==> src/rtl/led_trail_pwm.sv <==
`default_nettype none
// ============================================================================
// Module  : led_trail_pwm
// Brief   : PWM "comet tail" driver for a 16-bit one-hot LED word. Each LED
//           loads full brightness on input and decays in 16 steps.
//           Optional macro LED_TRAIL_GAMMA_EN selects a gamma duty table.
// Revision: 1.0 - initial release
// ============================================================================
module led_trail_pwm #(
  parameter int PWM_DIV       = 4,
  parameter int DECAY_DIV     = 1_000_000,
  parameter int IN_ACTIVE_LOW = 0
) (
  input  logic        clk100MHz,
  input  logic        reset,
  input  logic [15:0] led_in,
  input  logic        trail_en,
  output logic [15:0] led_out
);

  localparam int c_DCNT_W = (DECAY_DIV > 1) ? $clog2(DECAY_DIV) : 1;
  localparam int c_PCNT_W = (PWM_DIV > 1) ? $clog2(PWM_DIV) : 1;
  localparam logic [c_DCNT_W-1:0] c_DCNT_MAX = c_DCNT_W'(DECAY_DIV - 1);
  localparam logic [c_PCNT_W-1:0] c_PCNT_MAX = c_PCNT_W'(PWM_DIV - 1);
  localparam logic [7:0]          c_PWM_MAX  = 8'd254;

  logic [15:0]         r_in_q;
  logic [3:0]          r_level [16];
  logic [c_DCNT_W-1:0] r_dcnt;
  logic [c_PCNT_W-1:0] r_pcnt;
  logic [7:0]          r_pwm_cnt;
  logic                w_decay_tick;
  logic                w_pcnt_wrap;
  logic [15:0]         w_pwm_on;

  assign w_decay_tick = (r_dcnt == c_DCNT_MAX);
  assign w_pcnt_wrap  = (r_pcnt == c_PCNT_MAX);

  function automatic logic [7:0] f_duty(input logic [3:0] lvl);
`ifdef LED_TRAIL_GAMMA_EN
    logic [7:0] v;
    case (lvl)
      4'd0:    v = 8'd0;
      4'd1:    v = 8'd1;
      4'd2:    v = 8'd3;
      4'd3:    v = 8'd7;
      4'd4:    v = 8'd14;
      4'd5:    v = 8'd23;
      4'd6:    v = 8'd34;
      4'd7:    v = 8'd48;
      4'd8:    v = 8'd64;
      4'd9:    v = 8'd83;
      4'd10:   v = 8'd105;
      4'd11:   v = 8'd129;
      4'd12:   v = 8'd156;
      4'd13:   v = 8'd186;
      4'd14:   v = 8'd219;
      default: v = 8'd255;
    endcase
    return v;
`else
    // level*17 is the level nibble replicated into both halves of the byte
    return {lvl, lvl};
`endif
  endfunction

  generate
    for (genvar gi = 0; gi < 16; gi++) begin : g_duty
      assign w_pwm_on[gi] = (f_duty(r_level[gi]) > r_pwm_cnt);
    end
  endgenerate

  always_ff @(posedge clk100MHz) begin
    if (reset) begin
      r_in_q <= 16'h0000;
    end else begin
      r_in_q <= (IN_ACTIVE_LOW != 0) ? ~led_in : led_in;
    end
  end

  always_ff @(posedge clk100MHz) begin
    if (reset) begin
      r_dcnt <= '0;
    end else if (w_decay_tick) begin
      r_dcnt <= '0;
    end else begin
      r_dcnt <= r_dcnt + 1'b1;
    end
  end

  // PWM period is 255 steps so level 15 (duty 255) stays on without a gap
  always_ff @(posedge clk100MHz) begin
    if (reset) begin
      r_pcnt    <= '0;
      r_pwm_cnt <= 8'd0;
    end else if (w_pcnt_wrap) begin
      r_pcnt    <= '0;
      r_pwm_cnt <= (r_pwm_cnt == c_PWM_MAX) ? 8'd0 : r_pwm_cnt + 8'd1;
    end else begin
      r_pcnt    <= r_pcnt + 1'b1;
    end
  end

  always_ff @(posedge clk100MHz) begin
    for (int i = 0; i < 16; i++) begin
      if (reset) begin
        r_level[i] <= 4'd0;
      end else if (r_in_q[i]) begin
        r_level[i] <= 4'd15;
      end else if (w_decay_tick && (r_level[i] != 4'd0)) begin
        r_level[i] <= r_level[i] - 4'd1;
      end
    end
  end

  // Levels keep running in bypass so re-enabling shows the live trail
  always_ff @(posedge clk100MHz) begin
    if (reset) begin
      led_out <= 16'h0000;
    end else if (trail_en) begin
      led_out <= w_pwm_on;
    end else begin
      led_out <= r_in_q;
    end
  end

endmodule
`default_nettype wire

==> config.mk <==
export PLATFORM = sky130hd
export DESIGN_NAME = led_trail_pwm
export DESIGN_NICKNAME = d
export VERILOG_FILES = /design/src/rtl/led_trail_pwm.sv
export SDC_FILE = /design/constraint.sdc
export NUM_CORES = 1
export LEC_CHECK = 0
export CAP_MARGIN = 20
export CORE_UTILIZATION = 35
export CTS_CLUSTER_DIAMETER = 150
export DETAILED_ROUTE_END_ITERATION = 8
export PLACE_DENSITY = 0.55
export SYNTH_ARGS = -nofsm -noshare
export SYNTH_HDL_FRONTEND = slang
export SYNTH_SLANG_ARGS = --single-unit
==> constraint.sdc <==
create_clock -name clk100MHz -period 2.4 [get_ports clk100MHz]
set_input_delay 0.72 -clock clk100MHz [delete_from_list [all_inputs] [get_ports clk100MHz]]
set_output_delay 0.72 -clock clk100MHz [all_outputs]
set_load 0.01 [all_outputs]
-- After elaboration in Yosys (flattened, before gate mapping)
Memories as Yosys holds them, arrays and structs flattened.
Cells that the tools add are included.
- memories: 1
- input bits: 19
- output and inout bits: 16
- bits in writable memories: 64
- bits in registers: 62
- word-level logic and storage cells: 258
- bitwise logic cells: 32
- muxes and demuxes: 148
- eq/ne operators: 3
- $add $sub $neg: 19
- reductions and logical operators: 34
- magnitude comparators: 16
- memories (memory ; words ; bits a word ; read ports ; clocked after Yosys merged registers in ; wr ports ; RTL line ; RTL):
    r_level ; 16 ; 4 ; 16 ; 0 ; 16 ; 28 ; logic [3:0] r_level [16];
- operator list (operator ; number):
    greater-than comparator 8 bit ; 16
    2-to-1 mux 4 bit ; 32
    2-to-1 mux 1 bit ; 114
    nonzero test 4 bit ; 16
    subtractor 4 x 1 -> 4 bit, second input constant ; 16
    OR 1 bit ; 32
    adder 20 x 1 -> 20 bit, second input constant ; 1
    equality test 20 bit, second input constant ; 1
    logical AND 1 bit ; 16
    2-to-1 mux 16 bit ; 1
    adder 8 x 1 -> 8 bit, second input constant ; 1
    equality test 8 bit, second input constant ; 1
    2-to-1 mux 8 bit ; 1
    OR reduction 2 bit ; 2
    adder 2 x 1 -> 2 bit, second input constant ; 1
    equality test 2 bit, second input constant ; 1

-- Longest topological paths before layout
Gate-level depths: netlist of the first run.
- word-level depth: 7
- mapped depth: 7
- depth with buffers taken out: 7

-- Worst setup path before layout of the first run
Ideal clock, no wire load.
- path kind: input -> register
- start point: in reset
- end point: mem r_level[6][0] (netlist: r_level[0][24]), enable pin
- required time: 2.093 ns
- path slack: 0.440 ns
- arrival: 1.653 ns
- setup time: 0.307 ns
- buffers on the path: 3
- cell stages on the path: 5
- cells stage by stage: clkbuf_1 > clkbuf_1 > clkbuf_1 > nor2_1 > nand2_1
- RTL lines (what ; RTL line ; RTL):
    start: declaration ; 15 ; input logic reset,
    end: declaration ; 28 ;

-- Worst setup path in the final report of the first run
- start point: reg led_out[15]
- end point: out led_out[15]
- RTL lines (what ; RTL line ; RTL):
    start: declaration ; 18 ; output logic [15:0] led_out
    start signal: assignment ; 121 ; led_out <= w_pwm_on;
    start signal: assignment ; 123 ; led_out <= r_in_q;
No word-level cell between the ends.

==> metrics, run 1 <==
status completed; syn nets 1135; DR WL/cell 14.5 um; GRT Total Usage 0.159; layout cell share with drive strength beyond 1 0.0667; sequential-to-total area share from yosys stat 0.360; setup tns final 0 ns; Overall Power 6.02 mW; DRC viols 0; Slew Viols, Final 0; crit-path cells clkdlybuf4s50_1; Unique masters post-synth 38; gr ovfl total 0; Avg Cell Area, Syn 9.08 um^2; Die W 160 um; largest net degree at the start of global routing 70; start point of the worst hold path r_pcnt[0]; H-tree depth 4; unrepaired setup endpoints after global routing no; Clock Skew ~0.012 ns; worst slew pin tran just over 1 ns; crit start category flip-flop; WP data arrival 1.35 ns; top cell type's share of synthesized area 0.219; CTS Root Cell clkbuf_16; Area growth, synth to finish 15.9%; Tcrit/Tclk final 0.864; FILL cells 2353; Initial Utilization 0.359; # rows 57; Buf+Inv Stages, Crit Path 1; Synth Register Bits 126; cts hold-fix bufs 0; hold endpoint r_pcnt[0]; static leakage 4.12 nW; CTS sink count approximately 130; slowest stage delay, CP approximately 0.56 ns; Gate Count Post-Synth 968; number of global-route vias before repair 6536; R2R Path End r_level[1][11]; DR pass1 iterations 4; Final #Nets around 1200; worst min path class reg2reg; Final min period 2.07 ns; final setup fails 0; vias per cell 5.07; TritonCTS clock tree done; die height about 160 um; ant diodes 0; required time of the critical path around 1.7 ns; Synth Cell Area 0.00879 mm^2; r2r setup slk 0.35 ns; Setup crit end kind primary output; Die ar. roughly 0.026 mm^2; Area contributors post-synth edfxtp_1 22%, ha_1 21%, dfxtp_1 14%; Power Density between 500 and 600 mW/mm^2; Final Routed Wirelength 19500 um; Worst-path clk slew approximately 0.06 ns; # port buffers 34; CP max FO 1; post-route ant nets 0; Fmax just under 500 MHz; synthesis warning total 0; Clk Latency, worst-skew pair 0.42 ns; CP Class reg2out; maximum vdd drop 0.000365 V; TritonCTS Buffers 17; first-pass GRT wire length ~33000 um; Hold Crit Depth 1; Slew HR 0.321; core box area roughly 0.024 mm^2; max_cap viols 0; Bufs on Longest Clock Path 2; worst reg-to-reg path cell count 6; Top delay family on crit path buffers and inverters; reg2reg start r_dcnt[9]; Iter 0 DRT Violations 419; initial antenna violation count 0; gp weighted congestion between 0.7 and 0.8; slowest CP cell clkdlybuf4s50_1; Via Count 6810; Fin. Hold Viols 0; DP Wirelength 13400 um; area leader, netlist edfxtp_1; num ports 35
## worst max-delay path by stage
stage                  from        endpoint  slack [ns]  cells past startpoint
4_1_cts        r_pwm_cnt[1]      led_out[5]        0.15                      7
3_3_place_gp       trail_en      led_out[3]        0.12                      4
2_1_floorplan         reset  r_level[0][24]        0.44                      5
5_1_grt        r_pwm_cnt[2]     led_out[12]        0.14                      6
6_report        led_out[15]     led_out[15]        0.33                      1
3_5_place_dp       trail_en      led_out[8]        0.06                      4
## cells in the mapped netlist
library cell  instances
ha_1                148
nor2_1               95
nand2_1              73
o21ai_0              66
a21oi_1              65
edfxtp_1             64
dfxtp_1              62
inv_1                59
nand2b_1             51
nand4_1              38
nor2b_1              33
nand3_1              23
o31ai_1              22
nor3_1               20
xnor2_1              17
a211oi_1             16
o211ai_1             16
clkbuf_1             15
or3_1                14
a21o_1               13
o31ai_2              10
xor2_1               10
and3_1                8
nand2_2               8
buf_2                 5
nor3b_1               3
buf_1                 2
nor4_1                2
a31o_2                1
buf_4                 1
buf_8                 1
mux2i_1               1
nand3_2               1
nor3_2                1
nor4b_4               1
nor4bb_1              1
or2_2                 1
or2b_1                1
## power by group
group | switching, mW | internal (mW)
combinational | 0.438 | 0.404
sequential | 0.137 | 2.39
clock | 1.01 | 1.65
total | 1.58 | 4.44
## area by class of cell
| cell class | count | area, um^2 | share of cell area |
|---|---|---|---|
| clock buffers | 22 | 518 | 0.0509 |
| repair buffers | 44 | 475 | 0.0467 |
| clock inverters | 10 | 93.8 | 0.00922 |
| inverters | 59 | 225 | 0.0221 |
| multi-input cells | 759 | 5300 | 0.521 |
| flip-flops and latches | 126 | 3160 | 0.311 |
| well taps | 324 | 405 | 0.0398 |
## kinds of logic after synthesis
family,after synthesis,share of synthesized area
buf+inv,83,0.0379
mux,1,0.00114
simple gates,374,0.216
compound gates,209,0.147
xor+xnor,27,0.0269
flops,126,0.360
fa+ha+maj,148,0.211
## registers in the layout, indices dropped and copies added (netlist names)
name / flops
r_in_q: 16
r_level: 64
r_pwm_cnt: 8
led_out: 16
r_dcnt: 20
r_pcnt: 2
## cells in the final DEF (no fill, tap or decap), types with 17 or more instances in the layout
master,synthesis,final
nand4_1,38,38
ha_1,148,148
inv_1,59,58
nand3_1,23,23
clkbuf_16,0,20
clkdlybuf4s50_1,0,33
o31ai_1,22,22
nand2_1,73,73
nor2b_1,33,32
o21ai_0,66,66
a21oi_1,65,65
nor3_1,20,20
xnor2_1,17,17
nand2b_1,51,51
nor2_1,95,94
edfxtp_1,64,64
dfxtp_1,62,62
## through the flow
stage	utilization	area, um^2	cells	hold slack [ns]	setup slack (ns)
finish	0.416	10200	1344	0.437	0.327
global route	0.416	10200	1344	0.445	0.142
detailed placement	0.390	9540	1310	0.425	0.0592
CTS	0.415	10200	1342	0.439	0.148
global placement	0.390	9540	1310	0.411	0.119
floorplan	-	8790	968	0.398	0.440
## timing repair
item / 4_1_cts / 5_1_grt
setup buffers: 0 / 2
gates resized for setup: 0 / 1
setup endpoints to repair: 0 / 2
## per-layer routing
layer | part of all wire | global-route usage | vias to the layer above
met5 | 0 | 0 | -
met2 | 0.45 | 0.256 | 81
met1 | 0.52 | 0.218 | 3117
met3 | 0.028 | 0.0302 | 21
met4 | 0.011 | 0.0364 | 0
li1 | - | - | 3591
Note: power is estimated with default switching activity, not from simulation.
==> run 2, diff against run 1 <==
- GPL_ROUTABILITY_DRIVEN: default -> 0
- PLACE_DENSITY: 0.55 -> 0.57
- clock period: 2.4 -> 1.88 ns (I/O delays scaled with it)
==> run 2 against run 1 <==
- non-clock buffer count rose by 40
- critical path depth increased by 5
- clock power is 24% higher
- utilization is 2.2 points higher
- count of clock-buffer cells in the layout decreased by 2
- via count rose by 4.0%
- highest routed layer unchanged
==> metrics, run 2 (same netlist as run 1, synthesis figures left out) <==
core box area 0.0245 mm^2 (unchanged); Final Routed Wirelength 20300 um (was 19500 um); # port buffers 34 (unchanged); slowest CP cell dfxtp_1 (was clkdlybuf4s50_1); Clk Latency, worst-skew pair 0.43 ns (was 0.42 ns); worst min path class reg2reg (unchanged); Die W 160 um (unchanged); first-pass GRT wire length 33300 um (was 32900 um); Via Count 7083 (was 6810); CTS sink count 126 (unchanged); gr ovfl total 0 (unchanged); Top delay family on crit path simple AND/OR/NAND/NOR gates (was buffers and inverters); Bufs on Longest Clock Path 2 (unchanged); max reg flops 64 (unchanged); # rows 57 (unchanged); static leakage 4.51 nW (was 4.12 nW); WP data arrival 2.01 ns (was 1.35 ns); worst reg-to-reg path cell count 6 (unchanged); slowest stage delay, CP 0.35 ns (was 0.56 ns); Area growth, synth to finish 22.1% (was 15.9%); TritonCTS Buffers 17 (unchanged); CP max FO 6 (was 1); DP Wirelength 14400 um (was 13400 um); Setup crit end kind flip-flop (was primary output); crit path launch r_dcnt[14] (was led_out[15]); initial antenna violation count 1 (was 0); TritonCTS clock tree done (unchanged); DR WL/cell 14.7 um (was 14.5 um); r2r setup slk 0.01 ns (was 0.35 ns); status completed (unchanged); num ports 35 (unchanged); top flop regs r_level x64, r_dcnt x20 (unchanged); Initial Utilization 0.359 (unchanged); Tcrit/Tclk final 0.993; Slew Viols, Final 0 (unchanged); crit start category flip-flop (unchanged); Placed Area 0.00989 mm^2 (was 0.00954 mm^2); layout cell share with drive strength beyond 1 0.137 (was 0.0667); maximum vdd drop 0.000456 V (was 0.000365 V); worst slew pin tran 0.392 ns (was 1.02 ns); Top reg by flops r_level (unchanged); Die ar. 0.0257 mm^2 (unchanged); unrepaired setup endpoints after global routing yes (was no); Final #Nets 1214 (was 1174); Buf+Inv Stages, Crit Path 1 (unchanged); commonest non-fill, non-tap cell in the layout ha_1 (unchanged); post-route ant nets 0 (unchanged); most frequent cells in the layout 148 x ha_1, 94 x nor2_1, 65 x a21oi_1 (was 148 x ha_1, 94 x nor2_1, 73 x nand2_1); DR pass1 iterations 4 (unchanged); Worst-path clk slew 0.06 ns (about the same); vias per cell 5.12 (was 5.07); ant diodes 0 (unchanged); Final min period 1.87 ns; design area 0.0107 mm^2 (was 0.0102 mm^2); GRT Total Usage 0.161 (was 0.159); die height 160 um (unchanged); Stages on worst setup path 6 (was 1); crit-path cells nor4bb_2 > nand2_1 > nor3_4 > buf_12 > or2b_4 > nand2_4 (was clkdlybuf4s50_1); Power Density 713 mW/mm^2 (was 592 mW/mm^2); reg2reg start r_dcnt[14] (was r_dcnt[9]); H-tree depth 4 (unchanged); Final Util 0.439 (was 0.416); largest net degree at the start of global routing 30 (was 70); Fin. Hold Viols 0 (unchanged); Clock Skew 0.00785 ns (was 0.0117 ns); Slew HR 0.738 (was 0.321); Setup crit end r_level[0][15] (was led_out[15]); DRC viols 0 (unchanged); final setup fails 0 (unchanged); Iter 0 DRT Violations 310 (was 419); R2R Path End r_level[0][15] (was r_level[1][11]); cts hold-fix bufs 0 (unchanged); required time of the critical path 2.03 ns (was 1.68 ns); number of global-route vias before repair 6699 (was 6536); Fmax 536 MHz; CTS Root Cell clkbuf_16 (unchanged); max_cap viols 0 (unchanged); CP Class reg2reg (was reg2out)
## run 2: layout make-up
cell class	instances	area, um^2
fill	2370	13700
inverter	59	221
clock buffer	20	500
clock inverter	12	88.8
sequential	126	3170
multi-input combinational	759	5500
tap	324	405
timing repair buffer	84	845
## run 2: how the worst min path moves through the flow
| stage | end | cells past startpoint | from |
|---|---|---|---|
| floorplan | r_pcnt[0] | 1 | r_pcnt[0] |
| global placement | r_pcnt[0] | 1 | r_pcnt[0] |
| detailed placement | r_pcnt[0] | 1 | r_pcnt[0] |
| CTS | r_pcnt[0] | 1 | r_pcnt[0] |
| global route | r_pcnt[0] | 1 | r_pcnt[0] |
| finish | r_pcnt[0] | 1 | r_pcnt[0] |
## run 2: routing by layer
layer  GRT usage  wire length, um  up-vias
met5           0                0        -
met4      0.0429              235        0
met3      0.0338              640       22
met2       0.253             9180       95
met1       0.222            10300     3308
li1            -                -     3658
## run 2: timing repair
| action | 4_1_cts | 5_1_grt |
|---|---|---|
| gates cloned | 0 | 1 |
| pin swaps | 0 | 7 |
| resized for setup | 10 | 61 |
| buffers inserted | 0 | 2 |
| endpoints found under the setup margin | 13 | 107 |
| endpoints found under the hold margin | 0 | 0 |
## run 2: power by group
part	total, mW	internal [mW]	switching [mW]	leakage [nW]
logic	1.15	0.545	0.602	3.00
registers	3.22	3.05	0.167	1.21
clock network	3.29	1.94	1.35	0.299
## run 2: through the flow
stage / power [mW] / hold slack [ns] / cells / worst slack (ns) / setup TNS [ns]
3_5_place_dp: 4.39 / 0.418 / 1349 / 0.0106 / 0
3_3_place_gp: 4.37 / 0.412 / 1349 / 0.0293 / 0
4_1_cts: 7.71 / 0.432 / 1381 / 0.00350 / 0
6_report: 7.65 / 0.429 / 1384 / 0.0137 / 0
5_1_grt: 8.05 / 0.441 / 1384 / -0.0935 / -3.74
2_1_floorplan: 4.00 / 0.398 / 968 / 0.0760 / 0
==> run 3, diff against run 2 <==
- GPL_ROUTABILITY_DRIVEN: 0 -> default
==> results of run 3 <==
The final DEF is identical to that of run 2; final timing and power are the same.
==> RTL edit 1, RTL diff (config.mk and constraints of run 1) <==
Register the output `led_out` once more, without a reset; this adds one clock of latency there.
--- a/src/rtl/led_trail_pwm.sv
+++ b/src/rtl/led_trail_pwm.sv
@@ -24,4 +24,6 @@
   localparam logic [c_PCNT_W-1:0] c_PCNT_MAX = c_PCNT_W'(PWM_DIV - 1);
   localparam logic [7:0]          c_PWM_MAX  = 8'd254;
+
+  logic [15:0] led_s0;
 
   logic [15:0]         r_in_q;
@@ -117,10 +119,14 @@
   always_ff @(posedge clk100MHz) begin
     if (reset) begin
-      led_out <= 16'h0000;
+      led_s0 <= 16'h0000;
     end else if (trail_en) begin
-      led_out <= w_pwm_on;
+      led_s0 <= w_pwm_on;
     end else begin
-      led_out <= r_in_q;
+      led_s0 <= r_in_q;
     end
+  end
+
+  always_ff @(posedge clk100MHz) begin
+    led_out <= led_s0;
   end
 
Function: changed (a bounded check fails within 4 cycles, from zero or initial values and one cycle with reset high).
==> RTL edit 1 against run 1 <==
- sequential cell count grew 16
- non-clock buffer count rose by 27
- area after synthesis up 2.3%
- combinational power is 4.2% higher
- critical endpoint is now r_level[0][17]
- worst setup slack worse by 0.19 ns
- final area up 4.0%
- wire length rose by 12%
- power is 5.5% higher
- via count increased by 4.4%
- cell count is 1.9% lower
- utilization is 0.44 points higher
- highest routed layer unchanged
==> RTL edit 1: results <==
status:
  status: "complete, no violations"
timing:
  fin_skew_ns: 0.01617
  slew_headroom: 0.2825
critical_path:
  critPathKind: "flip-flop to flip-flop"
  reg2reg_to: "r_level[0][17]"
  cp.arrival_ns: 2.42
  max_stage_delay_ns: 0.54
  path_max_fanout: 25
  r2r-start: "r_dcnt[1]"
  r2r_slack_ns: 0.14
  crit_path_top_delay_cell: "or4_4"
  cpLargestDelayFamily: "simple AND/OR/NAND/NOR gates"
min_path:
  min_path_cells: 0
global_routing:
  grt_pass1_wl_um: 35080
  grt_use_total: 0.1707
  grt_pass1_vias: 6822
  grt_max_degree: 51
logic_synthesis:
  syn_inst: 913
  synthTopCellsByArea: "edfxtp_1 (21%), ha_1 (21%), dfxtp_1 (17%), a21oi_1 (4.5%), nor2b_1 (3.5%)"
  synth_fp_nets: 1080
  synth_ff_type: "dfxtp_1"
placement:
  post-dp-hpwl_um: 14700
  place_congestion: 0.7757
pwr:
  switchingPower_w: 0.001799
  ir_drop_mv: 0.4298
  p_leak_nw: 4.146
layout:
  final_cells: 1319
  drive_gt1_frac: 0.08190
detailed_routing:
  wl_per_cell_um: 16.57
[RTL edit 1: power groups by stage]
stage	Clock, W	Sequential (W)	Combinational [W]
floorplan	0	0.00284	0.000595
global placement	0	0.00287	0.000857
detailed placement	0	0.00287	0.000873
CTS	0.00272	0.00282	0.000879
global route	0.00283	0.00284	0.00101
finish	0.00266	0.00282	0.000876
[RTL edit 1: worst min-delay path by stage]
stage | to | start | slack [ns]
6_report | led_out[10] | led_s0[10] | 0.33
5_1_grt | led_out[10] | led_s0[10] | 0.34
4_1_cts | led_out[10] | led_s0[10] | 0.33
3_5_place_dp | led_out[11] | led_s0[11] | 0.31
3_3_place_gp | led_out[7] | led_s0[7] | 0.31
2_1_floorplan | led_out[0] | led_s0[0] | 0.31
[RTL edit 1: kinds of logic (layout without fill, tap and decap cells)]
kind of cell / count (synthesis) / after routing / share of synthesized area
fa+ha+maj: 148 / 148 / 0.2059
mux: 15 / 15 / 0.01670
simple gates: 283 / 283 / 0.1685
xor+xnor: 20 / 20 / 0.01948
flops: 142 / 142 / 0.3874
compound gates: 233 / 233 / 0.1693
buf+inv: 72 / 148 / 0.03270
[RTL edit 1: per-layer routing]
metal / share of wire / track usage / vias to the layer above
met3: 0.034 / 0.02732 / 19
li1: - / - / 3647
met5: 0 / 0 / -
met2: 0.47 / 0.2801 / 105
met4: 0.011 / 0.05274 / 0
met1: 0.49 / 0.2287 / 3341
[RTL edit 1: final cells by class]
cell class / count / area (um^2)
clock buffer: 18 / 450.4
timing repair buffer: 71 / 683.2
inverter: 45 / 168.9
tap: 330 / 412.9
fill: 2382 / 14590
multi-input combinational: 699 / 5260
clock inverter: 14 / 132.6
sequential: 142 / 3483
[RTL edit 1: worst register-to-register path, cell delays in order (launching register included)]
cell and delay (ns):
dfxtp_1 0.34, ha_2 0.19, nand3_1 0.09, or4_4 0.54, or2_4 0.29, buf_12 0.18
o21ai_0 0.20, buf_4 0.16
[RTL edit 1: metrics by stage]
step	util	cell area (um^2)	hold WS [ns]	setup slack, ns
6_report	0.4206	10590	0.3286	0.1357
5_1_grt	0.4206	10590	0.3362	0.02167
3_3_place_gp	0.3957	9963	0.3112	-0.0005085
3_5_place_dp	0.3957	9963	0.3147	-0.02303
4_1_cts	0.4188	10550	0.3307	0.01808
2_1_floorplan	-	9016	0.3096	-0.04935
[RTL edit 1: repair_timing]
item                                    in CTS  in global routing
gates resized for setup                      1                 11
endpoints found under the setup margin       3                 76
pin swaps                                    0                  1
cloned                                       0                  1
==> RTL edit 2, RTL diff (settings of run 1) <==
Made on the original files. Set the parameter `DECAY_DIV` to 500_000 (it was 1_000_000).
--- a/src/rtl/led_trail_pwm.sv
+++ b/src/rtl/led_trail_pwm.sv
@@ -9,5 +9,5 @@
 module led_trail_pwm #(
   parameter int PWM_DIV       = 4,
-  parameter int DECAY_DIV     = 1_000_000,
+  parameter int DECAY_DIV     = 500_000,
   parameter int IN_ACTIVE_LOW = 0
 ) (
Behaviour: same outputs for any inputs over 10 cycles, from zero or initial values and one cycle with reset high; that may be too few to reach the edited logic, so the function may still have changed.
==> RTL edit 2 against run 1 <==
- worst setup slack worse by 0.024 ns
- largest power group unchanged
- sequential cell count is 1 lower
- power shrank 1.5%
- clock skew decreased by 0.0039 ns
- count of clock-buffer cells in the layout is 2 lower
- fmax fell by 1.2%
- wire length is 1.6% higher
- final area decreased by 0.15%
- area after synthesis is 0.67% lower
- synthesized cell count fell by 2.6%
==> RTL edit 2: results <==
status:
  status: "complete, no violations"
placement:
  place_congestion: 0.7764
  post-dp-hpwl_um: 13830
critical_path:
  max_stage_delay_ns: 0.55
  reg2reg_to: "r_level[1][8]"
  path_max_fanout: 48
  r2r-start: "r_dcnt[15]"
  cp.arrival_ns: 2.15
  r2r_slack_ns: 0.30
  reg2regPathDepth: 5
  crit_path_top_delay_cell: "o21ai_0"
  cpLargestDelayFamily: "simple AND/OR/NAND/NOR gates"
logic_synthesis:
  ys_warn_count: 0
  synth.distinct_cells: 40
  synthMuxAreaShare: 0.001147
  synthTopCellsByArea: "edfxtp_1 (22%), ha_1 (21%), dfxtp_1 (14%), o21ai_0 (4.4%), a21oi_1 (3.6%)"
  synth_xor_area_frac: 0.02810
  synthTopCellsByCount: "ha_1 (148), nor2_1 (79), o21ai_0 (77)"
  synth-seq-area-share: 0.3601
  synth_compound_gate_area_share: 0.1550
  synth_fp_nets: 1110
  async_flop_share: 0
  synthAdderAreaFrac: 0.2122
timing:
  whs_ns: 0.4300
  fin_skew_ns: 0.007824
  slew_headroom: 0.3861
clock_tree:
  clk_pin_slew_ns: 0.06
  cts_buffers: 17
  cts-root-buf: "clkbuf_16"
  max-clock-path-buffers: 2
  ctsHtreeMaxLevel: 4
  clk_latency_ns: 0.43
detailed_routing:
  routed_via_density: 5.219
  drt_pass1_iterations: 7
  drc: 0
  wl_per_cell_um: 14.94
  drt_iter0_markers: 342
global_routing:
  grt_pass1_wl_um: 33180
  grt_use_total: 0.1616
  grt_max_degree: 49
  grt_pass1_vias: 6615
  antenna_found_initial: 0
pwr:
  p_leak_nw: 4.059
  ir_drop_mv: 0.3982
layout:
  drive_gt1_frac: 0.06088
  num-fill-cells: 2460
  nNetsFinal: 1156
  reg.largest.list: "r_level: 64 flops, r_dcnt: 19 flops"
min_path:
  min_path_cells: 1
  holdCritStartpoint: "r_pcnt[0]"
  hp-class: "flip-flop to flip-flop"
## RTL edit 2: worst register-to-register path: stages (launching register included)
cell and delay (ns):
dfxtp_1 0.37, and3_1 0.21, and4b_1 0.23, nand4_2 0.12, buf_12 0.22, o21ai_0 0.57
## RTL edit 2: worst max-delay path by stage
stage,from,to,slack [ns]
2_1_floorplan,r_dcnt[0],r_level[1][16],0.43
3_3_place_gp,r_pwm_cnt[1],led_out[11],0.25
3_5_place_dp,r_pwm_cnt[1],led_out[11],0.21
4_1_cts,r_pwm_cnt[1],led_out[11],0.19
5_1_grt,r_dcnt[8],r_level[0][29],0.14
6_report,r_dcnt[15],r_level[1][8],0.30
## RTL edit 2: through the flow
stage                     cell area, um^2  power [W]  instances  worst slack (ns)
after floorplan                      8727   0.003118        943            0.4314
after global placement               9548   0.003385       1291            0.2474
after detailed placement             9548   0.003398       1291            0.2109
after CTS                           10140   0.006015       1323            0.1901
after global routing                10170   0.006245       1326            0.1382
final                               10170   0.005935       1326            0.3033
## RTL edit 2: cell families (layout without fill, tap and decap cells)
logic type      Yosys count  after routing
compound gates          223            223
xor+xnor                 28             28
fa+ha+maj               148            148
buf+inv                  90            149
flops                   125            125
mux                       1              1
simple gates            328            328
## RTL edit 2: area by class of cell
type | instances | share of cell area
tap | 324 | 0.03987
sequential | 125 | 0.3091
multi-input combinational | 728 | 0.5129
clock inverter | 12 | 0.009107
inverter | 61 | 0.02289
clock buffer | 20 | 0.04922
timing repair buffer | 56 | 0.05685
## RTL edit 2: power by group
group          internal [W]  switching [W]  total [W]
clock network       0.00153        0.00106    0.00259
logic              0.000408       0.000434   0.000842
registers           0.00237       0.000133    0.00251
total               0.00431        0.00163    0.00594
## RTL edit 2: per-layer routing
| metal | vias to the layer above | part of all wire | global-route usage |
|---|---|---|---|
| met3 | 16 | 0.026 | 0.02857 |
| met1 | 3229 | 0.49 | 0.2101 |
| met2 | 80 | 0.47 | 0.2739 |
| met5 | - | 0 | 0 |
| met4 | 0 | 0.0094 | 0.04545 |
| li1 | 3596 | - | - |
## RTL edit 2: repair_timing
item                                    in CTS  in global routing
endpoints found under the setup margin       0                  1
setup buffers                                0                  3
hold buffers                                 0                  0
gates resized for setup                      0                  1
